==> src/rtl/ex_flag_stage.sv <==
`default_nettype none
// ============================================================================
//  Module      : ex_flag_stage
//  Description : Single-entry execute-stage output register with an
//                architectural {N,Z,C} flags register and branch-condition
//                evaluation. Valid/ready handshake on both sides, drains and
//                refills in the same cycle, synchronous flush, asynchronous
//                active-low reset.
//  Revision    : 1.0 - initial release
// ============================================================================
module ex_flag_stage (
  input  logic        clk,
  input  logic        rst,
  input  logic        flush,
  input  logic        in_valid,
  output logic        in_ready,
  input  logic [31:0] alu_result,
  input  logic        alu_negative,
  input  logic        alu_zero,
  input  logic        alu_carry,
  input  logic        flag_update,
  input  logic [2:0]  branch_cond,
  input  logic [4:0]  rd_addr,
  input  logic        reg_write,
  output logic        out_valid,
  input  logic        out_ready,
  output logic [31:0] out_result,
  output logic [4:0]  out_rd_addr,
  output logic        out_reg_write,
  output logic        out_branch_taken,
  output logic [2:0]  flags
);

  // Condition-code encoding of branch_cond.
  localparam logic [2:0] c_cond_never  = 3'b000;
  localparam logic [2:0] c_cond_always = 3'b001;
  localparam logic [2:0] c_cond_eq     = 3'b010;  // Z
  localparam logic [2:0] c_cond_ne     = 3'b011;  // !Z
  localparam logic [2:0] c_cond_mi     = 3'b100;  // N
  localparam logic [2:0] c_cond_gt     = 3'b101;  // !N & !Z
  localparam logic [2:0] c_cond_cs     = 3'b110;  // C
  localparam logic [2:0] c_cond_cc     = 3'b111;  // !C

  // Registered state.
  logic        out_valid_q,        out_valid_d;
  logic [31:0] out_result_q,       out_result_d;
  logic [4:0]  out_rd_addr_q,      out_rd_addr_d;
  logic        out_reg_write_q,    out_reg_write_d;
  logic        out_branch_taken_q, out_branch_taken_d;
  logic [2:0]  flags_q,            flags_d;

  // Combinational helpers.
  logic [2:0]  w_eval_flags;
  logic        w_n;
  logic        w_z;
  logic        w_c;
  logic        w_taken;
  logic        w_in_ready;
  logic        w_accept;
  logic        w_drain;

  // Pick the flag source: an op that writes the flags sees its own result,
  // otherwise the branch looks at the architectural register.
  always_comb begin
    w_eval_flags = flag_update ? {alu_negative, alu_zero, alu_carry} : flags_q;
    w_n          = w_eval_flags[2];
    w_z          = w_eval_flags[1];
    w_c          = w_eval_flags[0];
    w_taken      = 1'b0;
    case (branch_cond)
      c_cond_never:  w_taken = 1'b0;
      c_cond_always: w_taken = 1'b1;
      c_cond_eq:     w_taken = w_z;
      c_cond_ne:     w_taken = ~w_z;
      c_cond_mi:     w_taken = w_n;
      c_cond_gt:     w_taken = ~w_n & ~w_z;
      c_cond_cs:     w_taken = w_c;
      c_cond_cc:     w_taken = ~w_c;
    endcase
  end

  // Handshake: single entry, so space exists when empty or when draining.
  always_comb begin
    w_in_ready = ~out_valid_q | out_ready;
    w_accept   = in_valid & w_in_ready & ~flush;
    w_drain    = out_valid_q & out_ready;
  end

  // Next-state: flush dominates, then accept (which also covers a
  // simultaneous drain, giving back-to-back throughput), then plain drain.
  always_comb begin
    out_valid_d        = out_valid_q;
    out_result_d       = out_result_q;
    out_rd_addr_d      = out_rd_addr_q;
    out_reg_write_d    = out_reg_write_q;
    out_branch_taken_d = out_branch_taken_q;
    flags_d            = flags_q;

    if (flush) begin
      out_valid_d = 1'b0;
    end else if (w_accept) begin
      out_valid_d        = 1'b1;
      out_result_d       = alu_result;
      out_rd_addr_d      = rd_addr;
      out_reg_write_d    = reg_write;
      out_branch_taken_d = w_taken;
      if (flag_update) begin
        flags_d = {alu_negative, alu_zero, alu_carry};
      end
    end else if (w_drain) begin
      out_valid_d = 1'b0;
    end
  end

  // State register with asynchronous active-low reset.
  always_ff @(posedge clk or negedge rst) begin
    if (!rst) begin
      out_valid_q        <= 1'b0;
      out_result_q       <= 32'd0;
      out_rd_addr_q      <= 5'd0;
      out_reg_write_q    <= 1'b0;
      out_branch_taken_q <= 1'b0;
      flags_q            <= 3'b000;
    end else begin
      out_valid_q        <= out_valid_d;
      out_result_q       <= out_result_d;
      out_rd_addr_q      <= out_rd_addr_d;
      out_reg_write_q    <= out_reg_write_d;
      out_branch_taken_q <= out_branch_taken_d;
      flags_q            <= flags_d;
    end
  end

  // Side-effect qualifiers are gated so a stale entry can never write back
  // or redirect the PC.
  always_comb begin
    in_ready         = w_in_ready;
    out_valid        = out_valid_q;
    out_result       = out_result_q;
    out_rd_addr      = out_rd_addr_q;
    out_reg_write    = out_valid_q & out_reg_write_q;
    out_branch_taken = out_valid_q & out_branch_taken_q;
    flags            = flags_q;
  end

endmodule
`default_nettype wire

==> config.mk <==
export PLATFORM = sky130hd
export DESIGN_NAME = ex_flag_stage
export DESIGN_NICKNAME = d
export VERILOG_FILES = /design/src/rtl/ex_flag_stage.sv
export SDC_FILE = /design/constraint.sdc
export NUM_CORES = 1
export LEC_CHECK = 0
export ABC_AREA = 1
export BUFFER_PORTS_ARGS = -buffer_cell sky130_fd_sc_hd__buf_2
export CAP_MARGIN = 20
export CORE_MARGIN = 4
export CORE_UTILIZATION = 39
export CTS_CLUSTER_DIAMETER = 60
export DETAILED_ROUTE_END_ITERATION = 12
export PLACE_DENSITY = 0.74
export SLEW_MARGIN = 10
export SYNTH_ARGS = -nofsm -noshare
export SYNTH_HDL_FRONTEND = slang
export SYNTH_SLANG_ARGS = --single-unit
==> constraint.sdc <==
create_clock -name clk -period 1.4 [get_ports clk]
set_input_delay 0.14 -clock clk [delete_from_list [all_inputs] [get_ports clk]]
set_output_delay 0.14 -clock clk [all_outputs]
set_load 0.02 [all_outputs]
# Word-level counts from Yosys, hierarchy flattened
# Cells that the tools add are included.
word_totals:
  elab_cells: 33
  output_inout_bits: 44
  inputBits: 50
  reg_bits: 43
op_classes:
  n_eq_ne: 7
  n_bitwise: 12
  muxes: 5
  reduce_logical: 3
ops:
  columns: ["op", "n"]
  rows:
  - ["equality test 3 bit, second input constant", 4]
  - ["one-hot mux 1 bit (8 select lines)", 1]
  - ["bitwise AND 1 bit", 6]
  - ["equality test 3 x 2 -> 1 bit, second input constant", 2]
  - ["inverter 1 bit", 5]
  - ["equality test 3 x 1 -> 1 bit, second input constant", 1]
  - ["zero test 3 bit", 1]
  - ["two-way mux 1 bit", 3]
  - ["two-way mux 3 bit", 1]
  - ["nonzero test 3 bit", 1]
  - ["AND reduction 2 bit", 1]
  - ["bitwise OR 1 bit", 1]

# Depth between registers and ports, before layout
# Gate-level depths: netlist (run 1).
logic_depth:
  word_depth: 6
  ltp_mapped: 9
  ltp_nobuf: 9

# Worst setup path before layout (run 1)
# No wires, ideal clock.
synth_path:
  kind: "register -> register"
  from: "register out_valid_q (netlist: out_valid)"
  to: "register out_rd_addr_q[1] (netlist: out_rd_addr[1])"
  required_time_ns: 1.283
  setup_time_ns: 0.117
  synth_period_minus_slack_ns: 1.411
  path_slack_ns: -0.011
  arrival_time_ns: 1.294
  path_buffers: 2
  stages_incl_launch_ff: 9
  path_cell_list: "dfrtp_1 -> inv_2 -> nor2_1 -> nor3_4 -> inv_2 -> buf_4 -> buf_4 -> nand2_1 -> nand2_1"
synth_via:
  elab_chain_len: 5
synth_rtl:
  columns: ["item", "line", "source"]
  rows:
  - ["start, declared", "45", "logic out_valid_q, out_valid_d;"]
  - ["start signal, assigned", "125", "out_valid_q <= out_valid_d;"]
  - ["inverter 1 bit", "84", "w_in_ready = ~out_valid_q | out_ready;"]
  - ["bitwise OR 1 bit", "84", null]
  - ["bitwise AND 1 bit (2 in a row)", "85", "w_accept = in_valid & w_in_ready & ~flush;"]
  - ["AND reduction 2 bit (no source line)", null, null]
  - ["end signal, assigned", "127", "out_rd_addr_q <= out_rd_addr_d;"]
  - ["end, declared", "47", "logic [4:0] out_rd_addr_q, out_rd_addr_d;"]
# Every way passes these cells.
# A chain may end at the register's enable or synchronous reset.

# Worst setup path after layout (run 1)
layout_path:
  from: "register out_valid_q (netlist: out_valid)"
  to: "register flags_q[2] (netlist: flags[2])"
layout_via:
  elab_chain_len: 5
layout_rtl:
  columns: ["item", "line", "source"]
  rows:
  - ["inverter 1 bit", "84", null]
  - ["bitwise OR 1 bit", "84", null]
  - ["bitwise AND 1 bit (2 in a row)", "85", null]
  - ["AND reduction 2 bit (no source line)", null, null]
  - ["end signal, assigned", "130", "flags_q <= flags_d;"]
  - ["end, declared", "50", "logic [2:0] flags_q, flags_d;"]
# Every way passes these cells.

==> summary.txt, run 1 <==
Status: completed
Total negative slack: 0 ps
Core Footprint: 0.004144 mm²
Die outline width: 74.54 µm
Max-cap violation count: 0
Startpoint type of the worst setup path: flop
Top area cells in the synthesized netlist: dfrtp_1 62%, nand2_1 28%, inv_1 1.7%, buf_2 1.4%, nor2_1 1.3%
Ant. Diodes: 0
Die height: 74.54 µm
Maximum clock frequency: 762.1 MHz
Combined global-route utilization of all metal layers: 14.71%
CTS clock-pin slew for the worst setup and hold paths: 80 ps
Vias in the first global route: 1436
Layout Nets: 352
Cell count after synthesis: 206
Area overhead of the layout relative to synthesis: 36.45%
CP Capture Type: flop
Top FF cell, synth: dfrtp_1
Number of DRC markers after the initial detailed-route iteration: 45
FF-to-FF setup slack: 90 ps
Classification of the worst setup path: flop to flop
Synthesized net count: 256
Leak pwr: 1.426 nW
Clock tree from TritonCTS: done
Number of placement rows: 23
Yosys warns: 0
Number of hold violations in the final report: 0
Pre-CTS setup slack: -5.703 ps
CP delay by family, top: flip-flops
Setup Skew: 6.430 ps
Detailed-placement wirelength estimate: 3010 µm
Setup repair after global routing missed its margin: no
Slowest cell on the critical path: dfrtp_2
Remaining antenna violation count after routing: 0
Worst EP required: 1600 ps
Max-slew violation count: 0
Cell-by-cell trace of the critical path: inv_2 > nor2_2 > nor3_4 > buf_12 > nor2_1 > a31oi_1
Count of flip-flops with a built-in enable after synthesis: 0
Remaining global-route overflow: 0
Number of register bits inferred by synthesis: 43
Crit path arrival time: 1510 ps
Number of buffers created by CTS: 5
Syn Area/Cell: 8.382 µm²
Number of antenna violations at the first check in global routing: 0
Die Area: 0.005556 mm²
Number of ports placed on the die boundary: 94
CTS root buf: clkbuf_8
Number of clock sinks seen by CTS: 43
Total standard cell area after synthesis: 0.001727 mm²
Final instance count without filler cells: 353
Period Utilization, post-route: 93.72%
Final worst slack: 87.86 ps
Area share of the largest cell type after synthesis: 62.32%
Transition time at the pin with the least slew margin: 514.8 ps
Final worst path period need: 1312 ps
Worst hold path class: input port to flop
Insertion delay to the later sink of the worst-skew pair: 290 ps
Largest net degree at the start of global routing: 40
Detailed-route via count: 1566
Maximum ir drop on the vdd rail: 594.0 µV
Pwr dens: 1292 mW/mm²
Fraction of synthesis flops using an asynchronous set or reset pin: 100.0%
Layout Utilization: 56.85%
Setup violation total in the final timing report: 0
Power, Total: 3.044 mW
Number of buffers on the longest clock path: 2
Routed wire per std cell: 11.54 µm
Top post-synthesis cells by count: 130 x nand2_1, 43 x dfrtp_1, 8 x inv_1, 6 x nor2_1, 5 x buf_2
CP bufs+invs: 2
Distinct cells, synth: 13
Placed Cells: 344
DRT Wirelength: 4072 µm
H-tree lvl count: 2
Share of cells above drive strength 1: 35.31%
Count of input and output buffers: 93
Most repeated cell in the gate-level netlist after synthesis: nand2_1
Post-synthesis sequential area ratio: 62.32%
Worst-path maximum fanout: 28
Vias per cell: 4.436
Global-route wire length before repair: 6258 µm
Critical Path Max Stage Delay: 440 ps
DRC Markers: 0
Worst slew margin relative to its limit: 65.68%
Effective utilization at floorplan: 41.67%
Routability Congestion: 0.7368
Leading area contributor after synthesis: dfrtp_1
Detailed Routing Iterations Pass 1: 2
Fill cell total of the finished layout: 411
-- power breakdown --
part	total, mW	switching, mW	internal (mW)
clock	0.734	0.384	0.350
combinational	0.784	0.506	0.278
sequential	1.53	0.0986	1.43
-- registers in the layout, indices dropped and copies added (netlist names) --
register and count:
out_branch_taken_q 1, out_result 32, out_rd_addr 5, flags 3, out_reg_write_q 1, out_valid 1
-- per-layer routing --
layer,global-route usage (%),share of wire (%),up-vias
met5,0,0,-
met4,4.348,1.2,0
met3,6.081,10,6
met2,25.27,48,61
met1,16.78,41,691
li1,-,-,808
-- logic make-up (layout without fill, tap and decap cells) --
kind of cell,count (synthesis),in the layout,share of synthesized area (%)
compound gates,5,5,1.594
buf+inv,18,115,4.710
flops,43,43,62.32
simple gates,140,140,31.38
-- worst reg2reg max path, delay by kind of cell (launching register included) --
family | cells | cell delay [ps]
AO/OA/AOI/OAI | 1 | 170
buffers and inverters | 2 | 270
flip-flops | 1 | 440
AND/OR/NAND/NOR | 3 | 350
-- layout by cell type, fill, tap and decap left out, drive strengths merged --
cell type and count:
buf 96, nor2 6, nand3 3, a31oi 2, clkinv 1, dlygate4sd3 1, a21oi 1, inv 10
o21ai 2, nand2 130, nor3 1, clkbuf 7, dfrtp 43
-- what timing repair did --
action | CTS | global route
setup buffers | 0 | 0
hold endpoints to repair | 21 | 0
gates resized for setup | 0 | 5
setup endpoints to repair | 6 | 42
hold buffers | 1 | 0
pin swaps | 0 | 1
-- final cells by class --
type                       count  area, µm²  area share (%)
clock buffer                   7      76.32           3.240
clock inverter                 1      5.005          0.2124
inverter                      10      40.04           1.699
multi-input combinational    145      571.8           24.27
sequential                    43       1077           45.72
tap                           50      62.56           2.655
timing repair buffer          97      523.0           22.20
-- through the flow --
stage	hold WS (ps)	area, µm²
2_1_floorplan	-155.6	1738
3_3_place_gp	139.1	2250
3_5_place_dp	139.4	2250
4_1_cts	36.62	2341
5_1_grt	34.04	2356
6_report	47.53	2356
-- final timing paths --
path | from | endpoint | cells after the start
hold reg to reg | out_result[6]$_DFFE_PN0P_ | out_result[6]$_DFFE_PN0P_ | 2
setup reg to reg | out_valid$_DFFE_PN0P_ | flags[2]$_DFFE_PN0P_ | 6
hold / removal | alu_result[26] | out_result[26]$_DFFE_PN0P_ | 3
max in group asynchronous | rst | out_result[0]$_DFFE_PN0P_ | 3
min in group asynchronous | rst | out_result[18]$_DFFE_PN0P_ | 2
setup / recovery | out_valid$_DFFE_PN0P_ | flags[2]$_DFFE_PN0P_ | 6
No activity file was read; power rests on OpenSTA's default activity.
==> run 2, diff against run 1 <==
==> constraint.sdc (replaced) <==
create_clock -name clk -period 1.4 [get_ports clk]
set_input_delay 0.07 -clock clk [delete_from_list [all_inputs] [get_ports clk]]
set_output_delay 0.07 -clock clk [all_outputs]
set_load 0.02 [all_outputs]
==> summary.txt, run 2 (same netlist as run 1, synthesis figures left out) <==
Status: completed
Power, Total: 3.126 mW (+2.7%)
Insertion delay to the later sink of the worst-skew pair: 280 ps (about the same)
Number of ports placed on the die boundary: 94 (unchanged)
Period Utilization, post-route: 88.46% (-5.3 points)
Ant. Diodes: 0 (unchanged)
Remaining antenna violation count after routing: 0 (unchanged)
FF-to-FF setup slack: 170 ps (+80 ps)
Die Area: 0.005556 mm² (unchanged)
Die outline width: 74.54 µm (unchanged)
Transition time at the pin with the least slew margin: 521.3 ps (+6.504 ps)
Layout Nets: 389 (+11%)
Worst hold path class: input port to flop
CP delay by family, top: buffers and inverters
Number of hold violations in the final report: 0 (unchanged)
Global-route wire length before repair: 7134 µm (+14%)
Classification of the worst setup path: input port to flop
Total negative slack: 0 ps (unchanged)
Effective utilization at floorplan: 41.67% (unchanged)
Number of DRC markers after the initial detailed-route iteration: 65 (+44%)
DP Area: 0.002250 mm² (unchanged)
Routed wire per std cell: 11.44 µm (-0.82%)
Largest register FFs: 32 (unchanged)
Number of buffers created by CTS: 5 (unchanged)
Vias per cell: 4.328 (-2.4%)
Setup violation total in the final timing report: 0 (unchanged)
Detailed-placement wirelength estimate: 2863 µm (-4.9%)
Core Footprint: 0.004144 mm² (unchanged)
Worst EP required: 1600 ps (about the same)
Count of input and output buffers: 93 (unchanged)
Leak pwr: 1.583 nW (+11%)
DRC Markers: 0 (unchanged)
Slowest cell on the critical path: dlygate4sd3_1
Worst Hold Margin: 11.53 ps (-36.00 ps)
Highest-count cells in the layout ignoring fill and taps: 130 x nand2_1, 93 x buf_2, 42 x dfrtp_1
Pwr dens: 1145 mW/mm² (-11%)
Cell area after layout: 0.002730 mm² (+16%)
Max-slew violation count: 0 (unchanged)
Launch point of the critical path: flush
Origin of the critical flop-to-flop path: out_valid$_DFFE_PN0P_
Vias in the first global route: 1651 (+15%)
Remaining global-route overflow: 0 (unchanged)
H-tree lvl count: 2 (unchanged)
Commonest non-fill, non-tap cell in the layout: nand2_1
Max-cap violation count: 0 (unchanged)
Area overhead of the layout relative to synthesis: 58.12%
Final worst slack: 161.6 ps (+73.72 ps)
Combined global-route utilization of all metal layers: 16.42% (+1.7 points)
Maximum clock frequency: 807.5 MHz (+6.0%)
Routability Congestion: 0.7413 (+0.61%)
CTS clock-pin slew for the worst setup and hold paths: 70 ps (about the same)
Setup repair after global routing missed its margin: no
Number of clock sinks seen by CTS: 43 (unchanged)
Maximum ir drop on the vdd rail: 695.4 µV (+17%)
Detailed-route via count: 1688 (+7.8%)
Largest net degree at the start of global routing: 40 (unchanged)
Detailed Routing Iterations Pass 1: 3 (+1)
DRT Wirelength: 4462 µm (+9.6%)
Critical Path Max Stage Delay: 530 ps (+90 ps)
Worst-path maximum fanout: 28 (unchanged)
Final worst path period need: 1238 ps (-73.72 ps)
Startpoint type of the worst setup path: input port
Worst min-delay path startpoint: reg_write
CP Capture Type: flop
Die height: 74.54 µm (unchanged)
Worst slew margin relative to its limit: 65.25% (-0.43 points)
Setup Skew: 1.586 ps (-4.843 ps)
Pre-CTS setup slack: 30.09 ps (+35.79 ps)
CP bufs+invs: 4 (+2)
Crit path arrival time: 1440 ps (-70 ps)
Number of antenna violations at the first check in global routing: 0 (unchanged)
Number of placement rows: 23 (unchanged)
CTS root buf: clkbuf_8
Clock tree from TritonCTS: done
Cell-by-cell trace of the critical path: dlygate4sd3_1 > buf_2 > nor3_4 > buf_4 > buf_12 > nor2_1 > a31oi_1
Number of buffers on the longest clock path: 2 (unchanged)
Share of cells above drive strength 1: 31.76% (-3.5 points)
==> run 2: changes by cell type in the layout (fill, tap and decap cells not counted) <==
cell / delta
dlygate4sd3_1: +36
inv_4: -1
buf_6: +1
inv_6: +1
==> run 2: where the power goes <==
group,switching (mW),total [mW],internal (mW)
clock,0.379,0.729,0.350
combinational,0.524,0.871,0.347
sequential,0.0990,1.53,1.43
total,1.00,3.13,2.12
==> run 2: per-stage QoR <==
stage               util (%)  cells
finish                 65.88    390
CTS                    65.19    389
global placement       54.29    344
global route           65.88    390
floorplan                  -    206
detailed placement     54.29    344
==> run 2: final cells by class <==
class / instances / area [µm²]
clock inverter: 1 / 5.005
timing repair buffer: 134 / 894.6
fill: 346 / 1414
tap: 50 / 62.56
sequential: 43 / 1077
inverter: 10 / 42.54
multi-input combinational: 145 / 571.8
clock buffer: 7 / 76.32
==> run 2: final timing paths <==
check / endpoint / depth (start not counted)
min reg2reg: out_rd_addr[1]$_DFFE_PN0P_ / 2
max in group asynchronous: out_result[5]$_DFFE_PN0P_ / 3
min: out_reg_write_q$_DFFE_PN0P_ / 3
max reg2reg: flags[0]$_DFFE_PN0P_ / 7
min in group asynchronous: out_result[18]$_DFFE_PN0P_ / 2
max: flags[0]$_DFFE_PN0P_ / 7
==> run 2: tightest hold or removal path, cell delays in order <==
cell	delay (ps)
buf_2	80
nand2_1	50
nand2_1	60
==> run 2: what timing repair did <==
action                     in CTS  in global routing
gates resized for setup         0                  7
setup buffers                   0                  1
setup endpoints to repair       0                 41
hold endpoints to repair       57                  0
hold buffers                   37                  0
==> run 2: routing by layer <==
layer | global-route usage (%) | part of all wire [%]
met4 | 3.557 | 0.25
met3 | 3.919 | 7.6
met1 | 19.69 | 42
met5 | 0 | 0
met2 | 29.85 | 50
==> run 3, diff against run 2 <==
--- a/config.mk
+++ b/config.mk
@@ -7,11 +7,11 @@
 export LEC_CHECK = 0
 export ABC_AREA = 1
 export BUFFER_PORTS_ARGS = -buffer_cell sky130_fd_sc_hd__buf_2
-export CAP_MARGIN = 20
 export CORE_MARGIN = 4
 export CORE_UTILIZATION = 39
 export CTS_CLUSTER_DIAMETER = 60
 export DETAILED_ROUTE_END_ITERATION = 12
+export GPL_TIMING_DRIVEN = 0
 export PLACE_DENSITY = 0.74
 export SLEW_MARGIN = 10
 export SYNTH_ARGS = -nofsm -noshare
==> summary.txt, run 3 (same netlist as run 1, synthesis figures left out) <==
Insertion delay to the later sink of the worst-skew pair: 290 ps (about the same)
CTS root buf: clkbuf_8
Status: completed
Fill cell total of the finished layout: 321 (-7.2%)
Leak pwr: 1.640 nW (+3.6%)
DRC Markers: 0 (unchanged)
Number of placement rows: 23 (unchanged)
Transition time at the pin with the least slew margin: 926.7 ps (+405.4 ps)
Ant. Diodes: 0 (unchanged)
Period Utilization, post-route: 95.69% (+7.2 points)
Cell-by-cell trace of the critical path: dlygate4sd3_1 > buf_2 > nor3_4 > inv_2 > buf_6 > clkbuf_16 > nand2_2 > nand2_2
Core Footprint: 0.004144 mm² (unchanged)
Relative contribution of combinational cells to total power: 29.2% (+1.3 points)
Setup Skew: 9.391 ps (+7.804 ps)
Setup repair after global routing missed its margin: yes
Vias in the first global route: 1804 (+9.3%)
Layout Nets: 400 (+2.8%)
Largest net degree at the start of global routing: 44 (+10%)
Routability Congestion: 0.7445 (+0.43%)
Critical path's most frequent cell: nand2_2
Remaining global-route overflow: 0 (unchanged)
Worst EP required: 1570 ps (-30 ps)
Max-slew violation count: 0 (unchanged)
Worst-path maximum fanout: 5 (-82%)
Die outline width: 74.54 µm (unchanged)
Max-cap violation count: 0 (unchanged)
Number of buffers on the longest clock path: 2 (unchanged)
Reg power frac: 48.3% (-0.5 points)
Pwr dens: 1111 mW/mm² (-3.0%)
Worst hold path class: input port to flop
CP Capture Type: flop
Placed Cells: 349 (+1.5%)
Final instance count without filler cells: 400 (+2.6%)
Highest-count cells in the layout ignoring fill and taps: 112 x nand2_1, 95 x buf_2, 42 x dfrtp_1
Worst Hold Margin: 8.078 ps (-3.455 ps)
Die height: 74.54 µm (unchanged)
Fraction of power spent switching nets: 32.23% (+0.19 points)
Number of antenna violations at the first check in global routing: 0 (unchanged)
Startpoint type of the worst setup path: input port
Number of ports placed on the die boundary: 94 (unchanged)
Critical Path Max Stage Delay: 540 ps (about the same)
H-tree lvl count: 2 (unchanged)
CTS clock-pin slew for the worst setup and hold paths: 70 ps (about the same)
Share of total power in the clock network: 22.5% (-0.8 points)
Number of hold violations in the final report: 0 (unchanged)
Classification of the worst setup path: input port to flop
Count of input and output buffers: 93 (unchanged)
Maximum clock frequency: 746.4 MHz (-7.6%)
Worst slew margin relative to its limit: 38.22% (-27 points)
Internal power: 2.156 mW (+1.5%)
Number of buffers created by CTS: 5 (unchanged)
Effective utilization at floorplan: 41.67% (unchanged)
Maximum ir drop on the vdd rail: 632.5 µV (-9.0%)
Commonest non-fill, non-tap cell in the layout: nand2_1
Storage cell area: 0.001077 mm² (unchanged)
Detailed Routing Iterations Pass 1: 4 (+1)
Detailed-route via count: 1796 (+6.4%)
Final worst slack: 60.31 ps (-101.3 ps)
DRT Wirelength: 4934 µm (+11%)
Remaining antenna violation count after routing: 0 (unchanged)
Routed wire per std cell: 12.34 µm (+7.8%)
Vias per cell: 4.490 (+3.7%)
Crit path arrival time: 1510 ps (+70 ps)
Clock tree from TritonCTS: done
Setup violation total in the final timing report: 0 (unchanged)
Largest register FFs: 32 (unchanged)
Global-route wire length before repair: 7728 µm (+8.3%)
Die Area: 0.005556 mm² (unchanged)
Cell area after layout: 0.002864 mm² (+4.9%)
Number of clock sinks seen by CTS: 43 (unchanged)
Total area of multi-input combinational cells: 616.8 µm² (+7.9%)
Slowest cell on the critical path: dlygate4sd3_1
FF-to-FF setup slack: 60 ps (-110 ps)
Detailed-placement wirelength estimate: 2951 µm (+3.1%)
Share of cells above drive strength 1: 38.29% (+6.5 points)
Final worst path period need: 1340 ps (+101.3 ps)
Power spent charging and discharging nets: 1.026 mW (+2.4%)
Area overhead of the layout relative to synthesis: 65.87%
Combined global-route utilization of all metal layers: 18.41% (+2.0 points)
DP Area: 0.002266 mm² (+0.72%)
Pre-CTS setup slack: -191.5 ps (-221.6 ps)
Number of DRC markers after the initial detailed-route iteration: 57 (-12%)
## run 3: changes by cell type in the layout (fill, tap and decap cells not counted), sizes merged
cell | before | now
clkinv | 1 | 0
clkbuf | 7 | 10
dlygate4sd3 | 37 | 39
buf | 97 | 103
## run 3: stage by stage
stage	TNS [ps]	util (%)	power, mW
after floorplan	0	-	1.998
after global placement	-3285	54.68	2.321
after detailed placement	-3881	54.68	2.339
after CTS	0	66.52	3.162
after global routing	-799.8	69.11	3.388
final	0	69.11	3.182
## run 3: critical path, delay by kind of cell
kind          cells  cell delay (ps)
simple gates      3              380
buf+inv           5             1060
## run 3: timing repair
item                                   in CTS  in global routing
setup buffers                               3                  1
endpoints found under the hold margin      81                  0
gates resized for setup                     1                 27
setup endpoints to repair                  41                 30
cloned                                      0                  1
hold buffers                               39                  0
pin swaps                                   1                  0
## run 3: worst paths after layout
path,start,end,cells past startpoint
min in group asynchronous,rst,out_result[22]$_DFFE_PN0P_,2
worst min-delay path,alu_result[21],out_result[21]$_DFFE_PN0P_,3
max in group asynchronous,rst,out_valid$_DFFE_PN0P_,2
worst max register to register,out_valid$_DFFE_PN0P_,out_result[2]$_DFFE_PN0P_,8
worst max-delay path,flush,out_result[2]$_DFFE_PN0P_,8
worst min register to register,out_result[4]$_DFFE_PN0P_,out_result[4]$_DFFE_PN0P_,2
## run 3: routing by layer
metal | up-vias | track usage, % | routed length [µm]
met5 | - | 0 | 0
met4 | 0 | 5.731 | 51
met3 | 9 | 5.676 | 394
met2 | 67 | 32.98 | 2581
met1 | 817 | 20.94 | 1908
li1 | 903 | - | -
## run 3: area by class of cell
type | count | share of cell area, %
Buffer | 8 | 2.315
Clock buffer | 7 | 2.665
Inverter | 10 | 1.311
Multi-Input combinational cell | 145 | 21.54
Sequential cell | 43 | 37.61
Tap cell | 50 | 2.184
Timing Repair Buffer | 137 | 32.37
## run 3: power by group through the flow
stage               Sequential [mW]  Clock, mW  Combinational, mW
floorplan                      1.77          0              0.228
global placement               1.54          0              0.778
detailed placement             1.54          0              0.796
CTS                            1.52      0.753              0.886
global route                   1.56      0.804               1.02
finish                         1.54      0.716              0.930
